File: src/rtl/sp_frame_arbiter_if.sv
// Bundle of requester-side and SP-side signals for the SP frame arbiter.
// The master modport is the arbiter; the slave modport is the requesters plus the SP engine.
interface sp_frame_arbiter_if #(
  parameter int N_REQ = 4
);
  logic [N_REQ-1:0]   req;
  logic [3*N_REQ-1:0] req_mode;
  logic [9*N_REQ-1:0] req_data;
  logic [N_REQ-1:0]   gnt;
  logic [N_REQ-1:0]   data_rd;
  logic               sp_in_valid;
  logic [2:0]         sp_in_mode;
  logic [8:0]         sp_in_data;
  logic               sp_out_valid;
  logic [9:0]         sp_out_data;
  logic [N_REQ-1:0]   rsp_valid;
  logic [9:0]         rsp_data;
  logic               rsp_last;
  logic               err_timeout;
  logic               busy;

  modport master (
    input  req, req_mode, req_data, sp_out_valid, sp_out_data,
    output gnt, data_rd, sp_in_valid, sp_in_mode, sp_in_data,
           rsp_valid, rsp_data, rsp_last, err_timeout, busy
  );

  modport slave (
    output req, req_mode, req_data, sp_out_valid, sp_out_data,
    input  gnt, data_rd, sp_in_valid, sp_in_mode, sp_in_data,
           rsp_valid, rsp_data, rsp_last, err_timeout, busy
  );
endinterface

File: src/rtl/sp_frame_arbiter.sv
// Round-robin arbiter that streams one requester's 9-sample frame into a shared SP
// engine, returns its 3-beat result to that requester, and aborts on a silent SP.
module sp_frame_arbiter_lane (
  input  logic       sel_i,
  input  logic       ld_i,
  input  logic       fwd_i,
  input  logic [2:0] mode_i,
  input  logic [8:0] data_i,
  output logic       gnt_o,
  output logic       rd_o,
  output logic       rsp_o,
  output logic [2:0] mode_o,
  output logic [8:0] data_o
);
  assign gnt_o  = sel_i;
  assign rd_o   = sel_i & ld_i;
  assign rsp_o  = sel_i & fwd_i;
  assign mode_o = sel_i ? mode_i : 3'd0;
  assign data_o = sel_i ? data_i : 9'd0;
endmodule

module sp_frame_arbiter #(
  parameter int N_REQ   = 4,
  parameter int TIMEOUT = 15
) (
  input logic               clk,
  input logic               rst,
  sp_frame_arbiter_if.master io
);
  localparam int IDX_W = $clog2(N_REQ);
  localparam int CW    = $clog2(TIMEOUT + 1);

  typedef enum logic [1:0] {IDLE, LOAD, WAIT, DRAIN} state_e;

  state_e             state_q, state_d;
  logic [IDX_W-1:0]   gidx_q, gidx_d;
  logic [IDX_W-1:0]   rr_ptr_q, rr_ptr_d;
  logic [3:0]         beat_q, beat_d;
  logic [CW-1:0]      cnt_q, cnt_d;

  logic               found;
  logic [IDX_W-1:0]   sel;
  logic               ld, fwd, last, tmo, busy;
  logic [N_REQ-1:0]   sel_vec;
  logic [N_REQ-1:0][2:0] lane_mode;
  logic [N_REQ-1:0][8:0] lane_data;
  logic [2:0]         mode_or;
  logic [8:0]         data_or;

  assign busy = (state_q != IDLE);

  // First requester at or after rr_ptr, wrapping upward.
  always_comb begin
    int j;
    found = 1'b0;
    sel   = '0;
    j     = 0;
    for (int k = 0; k < N_REQ; k++) begin
      j = (int'(rr_ptr_q) + k) % N_REQ;
      if (!found && io.req[IDX_W'(j)]) begin
        found = 1'b1;
        sel   = IDX_W'(j);
      end
    end
  end

  always_comb begin
    state_d  = state_q;
    gidx_d   = gidx_q;
    rr_ptr_d = rr_ptr_q;
    beat_d   = beat_q;
    cnt_d    = cnt_q;
    ld       = 1'b0;
    fwd      = 1'b0;
    last     = 1'b0;
    tmo      = 1'b0;
    case (state_q)
      IDLE: if (found) begin
        gidx_d   = sel;
        rr_ptr_d = (sel == IDX_W'(N_REQ - 1)) ? '0 : sel + IDX_W'(1);
        beat_d   = 4'd0;
        state_d  = LOAD;
      end
      LOAD: begin
        ld = 1'b1;
        if (beat_q == 4'd8) begin
          state_d = WAIT;
          beat_d  = 4'd0;
          cnt_d   = '0;
        end else begin
          beat_d = beat_q + 4'd1;
        end
      end
      WAIT: begin
        if (io.sp_out_valid) begin
          fwd     = 1'b1;
          state_d = DRAIN;
          beat_d  = 4'd1;
          cnt_d   = '0;
        end else if (cnt_q == CW'(TIMEOUT)) begin
          tmo     = 1'b1;
          state_d = IDLE;
        end else begin
          cnt_d = cnt_q + CW'(1);
        end
      end
      DRAIN: begin
        // A gap between result beats re-arms the watchdog from zero.
        if (io.sp_out_valid) begin
          fwd   = 1'b1;
          cnt_d = '0;
          if (beat_q == 4'd2) begin
            last    = 1'b1;
            state_d = IDLE;
          end else begin
            beat_d = beat_q + 4'd1;
          end
        end else if (cnt_q == CW'(TIMEOUT)) begin
          tmo     = 1'b1;
          state_d = IDLE;
        end else begin
          cnt_d = cnt_q + CW'(1);
        end
      end
      default: state_d = IDLE;
    endcase
  end

  always_ff @(posedge clk) begin
    if (rst) begin
      state_q  <= IDLE;
      gidx_q   <= '0;
      rr_ptr_q <= '0;
      beat_q   <= '0;
      cnt_q    <= '0;
    end else begin
      state_q  <= state_d;
      gidx_q   <= gidx_d;
      rr_ptr_q <= rr_ptr_d;
      beat_q   <= beat_d;
      cnt_q    <= cnt_d;
    end
  end

  for (genvar i = 0; i < N_REQ; i++) begin : g_lane
    assign sel_vec[i] = busy && (gidx_q == IDX_W'(i));
    sp_frame_arbiter_lane u_lane (
      .sel_i  (sel_vec[i]),
      .ld_i   (ld),
      .fwd_i  (fwd),
      .mode_i (io.req_mode[3*i +: 3]),
      .data_i (io.req_data[9*i +: 9]),
      .gnt_o  (io.gnt[i]),
      .rd_o   (io.data_rd[i]),
      .rsp_o  (io.rsp_valid[i]),
      .mode_o (lane_mode[i]),
      .data_o (lane_data[i])
    );
  end

  always_comb begin
    mode_or = '0;
    data_or = '0;
    for (int i = 0; i < N_REQ; i++) begin
      mode_or = mode_or | lane_mode[i];
      data_or = data_or | lane_data[i];
    end
  end

  // Mode rides only on the first beat of a frame.
  assign io.sp_in_valid = ld;
  assign io.sp_in_mode  = (ld && beat_q == 4'd0) ? mode_or : 3'd0;
  assign io.sp_in_data  = ld ? data_or : 9'd0;
  assign io.rsp_data    = fwd ? io.sp_out_data : 10'd0;
  assign io.rsp_last    = last;
  assign io.err_timeout = tmo;
  assign io.busy        = busy;
endmodule
File: src/flat_wrapper.sv
// flat-port wrapper written by rule: the top's interface ports become plain ports
module sp_frame_arbiter_flat 
#(
  parameter int N_REQ   = 4,
  parameter int TIMEOUT = 15
)
  (clk, rst, io_req, io_req_mode, io_req_data, io_sp_out_valid, io_sp_out_data, io_gnt, io_data_rd, io_sp_in_valid, io_sp_in_mode, io_sp_in_data, io_rsp_valid, io_rsp_data, io_rsp_last, io_err_timeout, io_busy);
  sp_frame_arbiter_if #(.N_REQ(N_REQ)) io_i ();
  input logic clk;
  input logic rst;
  input wire logic [$bits(io_i.req)-1:0] io_req;
  input wire logic [$bits(io_i.req_mode)-1:0] io_req_mode;
  input wire logic [$bits(io_i.req_data)-1:0] io_req_data;
  input wire logic [$bits(io_i.sp_out_valid)-1:0] io_sp_out_valid;
  input wire logic [$bits(io_i.sp_out_data)-1:0] io_sp_out_data;
  output wire logic [$bits(io_i.gnt)-1:0] io_gnt;
  output wire logic [$bits(io_i.data_rd)-1:0] io_data_rd;
  output wire logic [$bits(io_i.sp_in_valid)-1:0] io_sp_in_valid;
  output wire logic [$bits(io_i.sp_in_mode)-1:0] io_sp_in_mode;
  output wire logic [$bits(io_i.sp_in_data)-1:0] io_sp_in_data;
  output wire logic [$bits(io_i.rsp_valid)-1:0] io_rsp_valid;
  output wire logic [$bits(io_i.rsp_data)-1:0] io_rsp_data;
  output wire logic [$bits(io_i.rsp_last)-1:0] io_rsp_last;
  output wire logic [$bits(io_i.err_timeout)-1:0] io_err_timeout;
  output wire logic [$bits(io_i.busy)-1:0] io_busy;
  assign io_i.req = io_req;
  assign io_i.req_mode = io_req_mode;
  assign io_i.req_data = io_req_data;
  assign io_i.sp_out_valid = io_sp_out_valid;
  assign io_i.sp_out_data = io_sp_out_data;
  assign io_gnt = io_i.gnt;
  assign io_data_rd = io_i.data_rd;
  assign io_sp_in_valid = io_i.sp_in_valid;
  assign io_sp_in_mode = io_i.sp_in_mode;
  assign io_sp_in_data = io_i.sp_in_data;
  assign io_rsp_valid = io_i.rsp_valid;
  assign io_rsp_data = io_i.rsp_data;
  assign io_rsp_last = io_i.rsp_last;
  assign io_err_timeout = io_i.err_timeout;
  assign io_busy = io_i.busy;
  sp_frame_arbiter #(.N_REQ(N_REQ), .TIMEOUT(TIMEOUT)) u_core (.clk(clk), .rst(rst), .io(io_i));
endmodule
File: config.mk
export PLATFORM = sky130hd
export DESIGN_NAME = sp_frame_arbiter_flat
export DESIGN_NICKNAME = d
export VERILOG_FILES = /design/src/rtl/sp_frame_arbiter_if.sv /design/src/rtl/sp_frame_arbiter.sv /design/src/flat_wrapper.sv
export SDC_FILE = /design/constraint.sdc
export NUM_CORES = 1
export LEC_CHECK = 0
export BUFFER_PORTS_ARGS = -buffer_cell sky130_fd_sc_hd__buf_4
export CORE_MARGIN = 2
export CORE_UTILIZATION = 42
export DETAILED_ROUTE_END_ITERATION = 10
export PLACE_DENSITY = 0.81
export SLEW_MARGIN = 10
export SYNTH_ARGS = -nofsm -noshare
export SYNTH_HDL_FRONTEND = slang
export SYNTH_SLANG_ARGS = --single-unit
File: constraint.sdc
create_clock -name clk -period 2.1 [get_ports clk]
set_input_delay 0.315 -clock clk [delete_from_list [all_inputs] [get_ports clk]]
set_output_delay 0.315 -clock clk [all_outputs]
set_load 0.01 [all_outputs]
==> flow_metrics.tcl, run 1 <==
set metrics [dict create \
    status "completed" \
    dpl.hpwl_um 3820 \
    timing.hold.ws_ps 309 \
    dieHeight_um 63.6 \
    fin_ws_ps 23.1 \
    vias 1910 \
    grt_pass1_wl_um 7700 \
    rsz0062_at_grt "true" \
    path_buf_inv 4 \
    nNetsFinal 369 \
    hold_violations 0 \
    cpPeakStageDelay_ps 340 \
    syn_to_final_growth_pct 55.6 \
    maxSlewHeadroom_pct 71.2 \
    numClockSinks 14 \
    grt_pass1_vias 1660 \
    hold_path_depth 2 \
    wl_per_cell_um 14.9 \
    synth_enable_flop_cells 0 \
    initial_core_util_pct 44.1 \
    clk_latency_ps 270 \
    finalSetupViolCount 0 \
    ys_warn_count 0 \
    r2r_end "u_core.state_q[0]" \
    place_ws_ps 235 \
    fp.dieArea_mm2 0.00405 \
    drv_cap 0 \
    crit_fanout 8 \
    antennaDiodeCount 0 \
    antenna_found_initial 0 \
    async_reset_ff_share_pct 0 \
    ios 103 \
    synth_cells 203 \
    path_cells "nor2_4 -> inv_2 -> nand3_2 -> clkinvlp_4 -> buf_4 -> a22oi_1 -> a21oi_1 -> buf_4" \
    core_area_mm2 0.00339 \
    reg2reg_slack_ps 280 \
    cts_inserted_buffers 3 \
    tightestPinTransition_ps 430 \
    p_per_area_mw_per_mm2 424 \
    ys.flop_type "dfxtp_1" \
    grt_start_max_net_pins 24 \
    place_congestion 0.823 \
    cts-root-buf "clkbuf_4" \
    viasPerCell 5.55 \
    syn_avg_cell_area_um2 7.36 \
    ant_nets 0 \
    layout_commonest_cell "buf_4" \
    drt_iter0_markers 99 \
    r2r_start "u_core.beat_q[0]" \
    skew_ps 3.73 \
    fin_crit_sh_pct 98.9 \
    critPathKind "reg -> out" \
    grt.total_usage_pct 23.1 \
    critPathRequiredTime_ps 1780 \
    total_leakage_power_uw 0.00108 \
    io_buffer_count 102 \
    synth_cell_types 54 \
    cts.clk_slew.worst_paths_ps 80 \
    syn-cell-area_mm2 0.00149 \
    htree_levels 1 \
    cts_tree "built" \
    drv_slew 0 \
    routed_wl_um 5120 \
    instances_no_fill 344 \
    cp_slowest_cell "dfxtp_2" \
    die_w_um 63.6 \
    hold_path.class "in -> reg" \
    hold_path_end "u_core.beat_q[3]" \
    fmax_mhz 481 \
    min_period_ps 2080 \
    yosysSeqAreaShare_pct 18.8 \
    dp.cells 332 \
    ir_drop_v 0.000342 \
    mostFrequentLayoutCells "buf_4, a22oi_1, a21oi_1" \
    first_pass_iters 4 \
    fin_setup_tns_ps 0 \
    path_common_cell "buf_4" \
    clockBufferDepth 2 \
    num_rows 21 \
    crit_arrival_ps 1760 \
    cp-start-kind "flop" \
    worstHoldStart "rst" \
    drc_errors 0 \
    syn_nets 272 \
    reg2reg_depth 7 \
    synth-seq-cells 14 \
    drive_above_1_share_pct 44.3 \
    critPathTopFamily "buffers and inverters" \
    cp-end-kind "output port" \
    grt-ovfl-total 0 \
]
## worst max path at each step
stage,slack (ps),to,startpoint,cells past startpoint
after global placement,250,u_core.state_q[0],u_core.state_q[1],7
after global routing,-80,io_sp_in_data[0],u_core.state_q[0],8
after CTS,8,io_sp_in_mode[2],u_core.state_q[1],6
after detailed placement,230,u_core.state_q[0],u_core.state_q[1],7
final,20,io_sp_in_data[0],u_core.state_q[0],8
after floorplan,380,io_sp_in_data[0],u_core.state_q[0],8
## metrics by stage
step | area, um^2 | power, uW | util (%)
4_1_cts | 2240 | 948 | 66.0
5_1_grt | 2320 | 1050 | 68.6
3_3_place_gp | 2210 | 791 | 65.3
2_1_floorplan | 1490 | 606 | -
6_report | 2320 | 987 | 68.6
3_5_place_dp | 2210 | 800 | 65.3
## power by group
| group | leakage (uW) | switching (uW) | total [uW] | internal, uW |
|---|---|---|---|---|
| Combinational | 0.000954 | 229 | 495 | 266 |
| Sequential | 0.000114 | 53.5 | 344 | 291 |
| Clock | 0.0000138 | 81.2 | 148 | 66.4 |
## state kept, by name, indices dropped and copies added, names as in the netlist, named ones only
register,count
u_core.state_q,2
u_core.cnt_q,4
u_core.beat_q,4
u_core.gidx_q,2
u_core.rr_ptr_q,1
## layout make-up
class,instances,area [um^2]
inverter,10,41.3
multi-input combinational,154,1040
tap,46,57.6
sequential,14,282
clock buffer,3,22.5
timing repair buffer,117,882
fill,298,1060
## timing repair
| action | in CTS | in global routing |
|---|---|---|
| gates resized for setup | 0 | 10 |
| endpoints found under the setup margin | 0 | 12 |
| setup buffers | 0 | 8 |
| hold buffers | 0 | 0 |
## cells by family after synthesis
group	synth area share, %
multiplexers	2.09
buffers and inverters	12.4
adder cells (fa/ha/maj)	3.35
flip-flops	18.8
XOR/XNOR	1.76
AND/OR/NAND/NOR	29.2
AO/OA/AOI/OAI	32.4
## synthesized netlist by cell type, types with 4 or more instances
master,n,area [um^2]
a22oi_1,24,180
a21oi_1,23,115
dfxtp_1,14,280
and3_1,12,75.1
buf_4,12,90.1
nor2_1,12,45.0
inv_1,9,33.8
nand2_1,9,33.8
buf_2,7,35.0
clkbuf_1,6,22.5
nand3_1,5,25.0
ha_1,4,50.1
nand2b_1,4,25.0
nor3_1,4,20.0
o21ai_0,4,20.0
## metal layers
layer / track usage [%] / vias to the layer above / part of all wire (%)
met5: 0 / - / 0
met2: 41.6 / 83 / 50
met3: 6.25 / 8 / 8.3
li1: - / 941 / -
met4: 3.26 / 0 / 1.6
met1: 27.9 / 878 / 40
Note: power is estimated with default switching activity, not from simulation.
==> run 2, diff against run 1 <==
--- a/config.mk
+++ b/config.mk
@@ -5,11 +5,12 @@
 export SDC_FILE = /design/constraint.sdc
 export NUM_CORES = 1
 export LEC_CHECK = 0
+export ABC_AREA = 1
 export BUFFER_PORTS_ARGS = -buffer_cell sky130_fd_sc_hd__buf_4
 export CORE_MARGIN = 2
-export CORE_UTILIZATION = 42
+export CORE_UTILIZATION = 45
 export DETAILED_ROUTE_END_ITERATION = 10
-export PLACE_DENSITY = 0.81
+export PLACE_DENSITY = 0.82
 export SLEW_MARGIN = 10
 export SYNTH_ARGS = -nofsm -noshare
 export SYNTH_HDL_FRONTEND = slang
==> flow_metrics.tcl, run 2 <==
set metrics [dict create \
    reg2reg_depth 10 \
    place_congestion 0.848 \
    syn_to_final_growth_pct 49.7 \
    path_cells "inv_1 -> nor3_4 -> buf_12 -> nand2_1 -> a41oi_1 -> buf_4" \
    fin_crit_sh_pct 95.7 \
    grt_start_max_net_pins 16 \
    hold_path_depth 2 \
    layout_commonest_cell "buf_4" \
    p_per_area_mw_per_mm2 1070 \
    clk_latency_ps 240 \
    initial_core_util_pct 47.7 \
    maxSlewHeadroom_pct 75.1 \
    r2r_end "u_core.beat_q[0]" \
    hold_path.class "in -> reg" \
    drc_errors 0 \
    fin_ws_ps 91.1 \
    power.share.combinational_pct 76.1 \
    place_area_mm2 0.00248 \
    skew_ps 5.35 \
    cts_inserted_buffers 3 \
    syn_nets 372 \
    grt.total_usage_pct 25.3 \
    multiInputGateArea_mm2 0.00123 \
    cp_slowest_cell "dfxtp_2" \
    synth_largest_area_cell "nand2_1" \
    ys.flop_type "dfxtp_1" \
    grt-ovfl-total 0 \
    drv_slew 0 \
    first_pass_iters 4 \
    nNetsFinal 469 \
    place_ws_ps 20.0 \
    synth_cell_types 33 \
    status "completed" \
    total_leakage_power_uw 0.00134 \
    p_sw_share_pct 53.0 \
    critPathKind "reg -> out" \
    synth_enable_flop_cells 0 \
    cts_tree "built" \
    cp-end-kind "output port" \
    cts.clk_slew.worst_paths_ps 50 \
    hold_violations 0 \
    antennaDiodeCount 0 \
    cp-start-kind "flop" \
    core_area_mm2 0.00372 \
    viasPerCell 4.87 \
    ys_top_cells_by_count "nand2_1, inv_1, nor2_1" \
    worstHoldStart "rst" \
    antenna_found_initial 0 \
    clockBufferDepth 2 \
    syn-cell-area_mm2 0.00177 \
    synth_top_area_share_pct 19.3 \
    dpl.hpwl_um 4300 \
    die_w_um 66.8 \
    drive_above_1_share_pct 39.2 \
    ant_nets 0 \
    dieHeight_um 66.8 \
    crit_arrival_ps 1690 \
    numClockSinks 14 \
    io_buffer_count 102 \
    routed_wl_um 5570 \
    min_period_ps 2010 \
    utilization_pct 71.5 \
    drv_cap 0 \
    reg2reg_slack_ps 310 \
    seqPwrFrac_pct 16.6 \
    seq_area_um2 283 \
    rsz0062_at_grt "true" \
    internal-power_uw 1340 \
    wl_per_cell_um 12.5 \
    cts-root-buf "clkbuf_8" \
    cpPeakStageDelay_ps 400 \
    grt_pass1_wl_um 8880 \
    critPathRequiredTime_ps 1780 \
    drt_iter0_markers 136 \
    async_reset_ff_share_pct 0 \
    grt_pass1_vias 1972 \
    hold_path_end "u_core.cnt_q[1]" \
    ys_warn_count 0 \
    synth_cells 303 \
    yosysMostFrequentCell "nand2_1" \
    reg_top3 "u_core.beat_q: 4 flops, u_core.cnt_q: 4 flops" \
    nFillCells 333 \
    vias 2171 \
    fin_setup_tns_ps 0 \
    hold_buffers 0 \
    tightestPinTransition_ps 369 \
    synth-seq-cells 14 \
    fp.dieArea_mm2 0.00446 \
    yosysSeqAreaShare_pct 15.8 \
    syn_avg_cell_area_um2 5.86 \
    final_area_mm2 0.00266 \
    fmax_mhz 498 \
    finalSetupViolCount 0 \
    num_rows 22 \
    htree_levels 1 \
    ir_drop_v 0.000878 \
    crit_fanout 14 \
    ios 103 \
    p_clk_share_pct 7.4 \
    yosys-top-cells-area "nand2_1, dfxtp_1, inv_1" \
    timing.hold.ws_ps 328 \
    p_switching_uw 1510 \
    mostFrequentLayoutCells "buf_4, nand2_1, inv_1" \
]
[run 2: layer usage]
metal,GRT usage (%),share of wire [%],routed length (um)
met1,32.8,42,2340
met2,42.8,51,2860
met3,2.87,5.1,286
met4,9.69,1.6,90
met5,0,0,0
[run 2: worst max path at each step]
stage,to,slack (ps),start
floorplan,io_sp_in_data[2],360,u_core.state_q[1]
CTS,io_sp_in_mode[1],5,u_core.state_q[0]
global route,io_sp_in_mode[1],2,u_core.gidx_q[0]
global placement,io_sp_in_mode[1],20,u_core.state_q[0]
detailed placement,io_sp_in_mode[1],20,u_core.state_q[0]
finish,io_sp_in_mode[1],90,u_core.gidx_q[0]
[run 2: repair_timing]
item	CTS	global route
buffers inserted	4	3
gates resized for setup	8	4
pin swaps	3	2
gates cloned	1	0
setup endpoints to repair	19	15
[run 2: final cells by class]
type / instances / share of cell area, %
well taps: 48 / 2.26
inverters: 46 / 6.50
flip-flops and latches: 14 / 10.6
multi-input cells: 222 / 46.3
repair buffers: 113 / 32.8
clock buffers: 3 / 1.55
[run 2: cell families after synthesis]
kind of cell	count (synthesis)	synth area share [%]
flip-flops	14	15.8
XOR/XNOR	2	0.987
adder cells (fa/ha/maj)	4	2.82
AND/OR/NAND/NOR	179	47.6
buffers and inverters	68	18.1
AO/OA/AOI/OAI	36	14.7
[run 2: power by group through the flow]
stage	sequential, uW	combinational (uW)	clock [uW]
2_1_floorplan	426	1470	0
3_3_place_gp	451	1950	0
3_5_place_dp	454	1970	0
4_1_cts	463	2080	218
5_1_grt	489	2410	232
6_report	472	2170	210
[run 2: critical path, delay by kind of cell (launching register included)]
| kind | cells | cell delay (ps) |
|---|---|---|
| buffers and inverters | 3 | 490 |
| flip-flops | 1 | 400 |
| AND/OR/NAND/NOR | 2 | 310 |
| AO/OA/AOI/OAI | 1 | 250 |
[run 2: through the flow]
stage | total power, uW | std cells
after global routing | 3130 | 446
after floorplan | 1900 | 303
after global placement | 2400 | 435
after detailed placement | 2420 | 435
after CTS | 2760 | 443
final | 2850 | 446
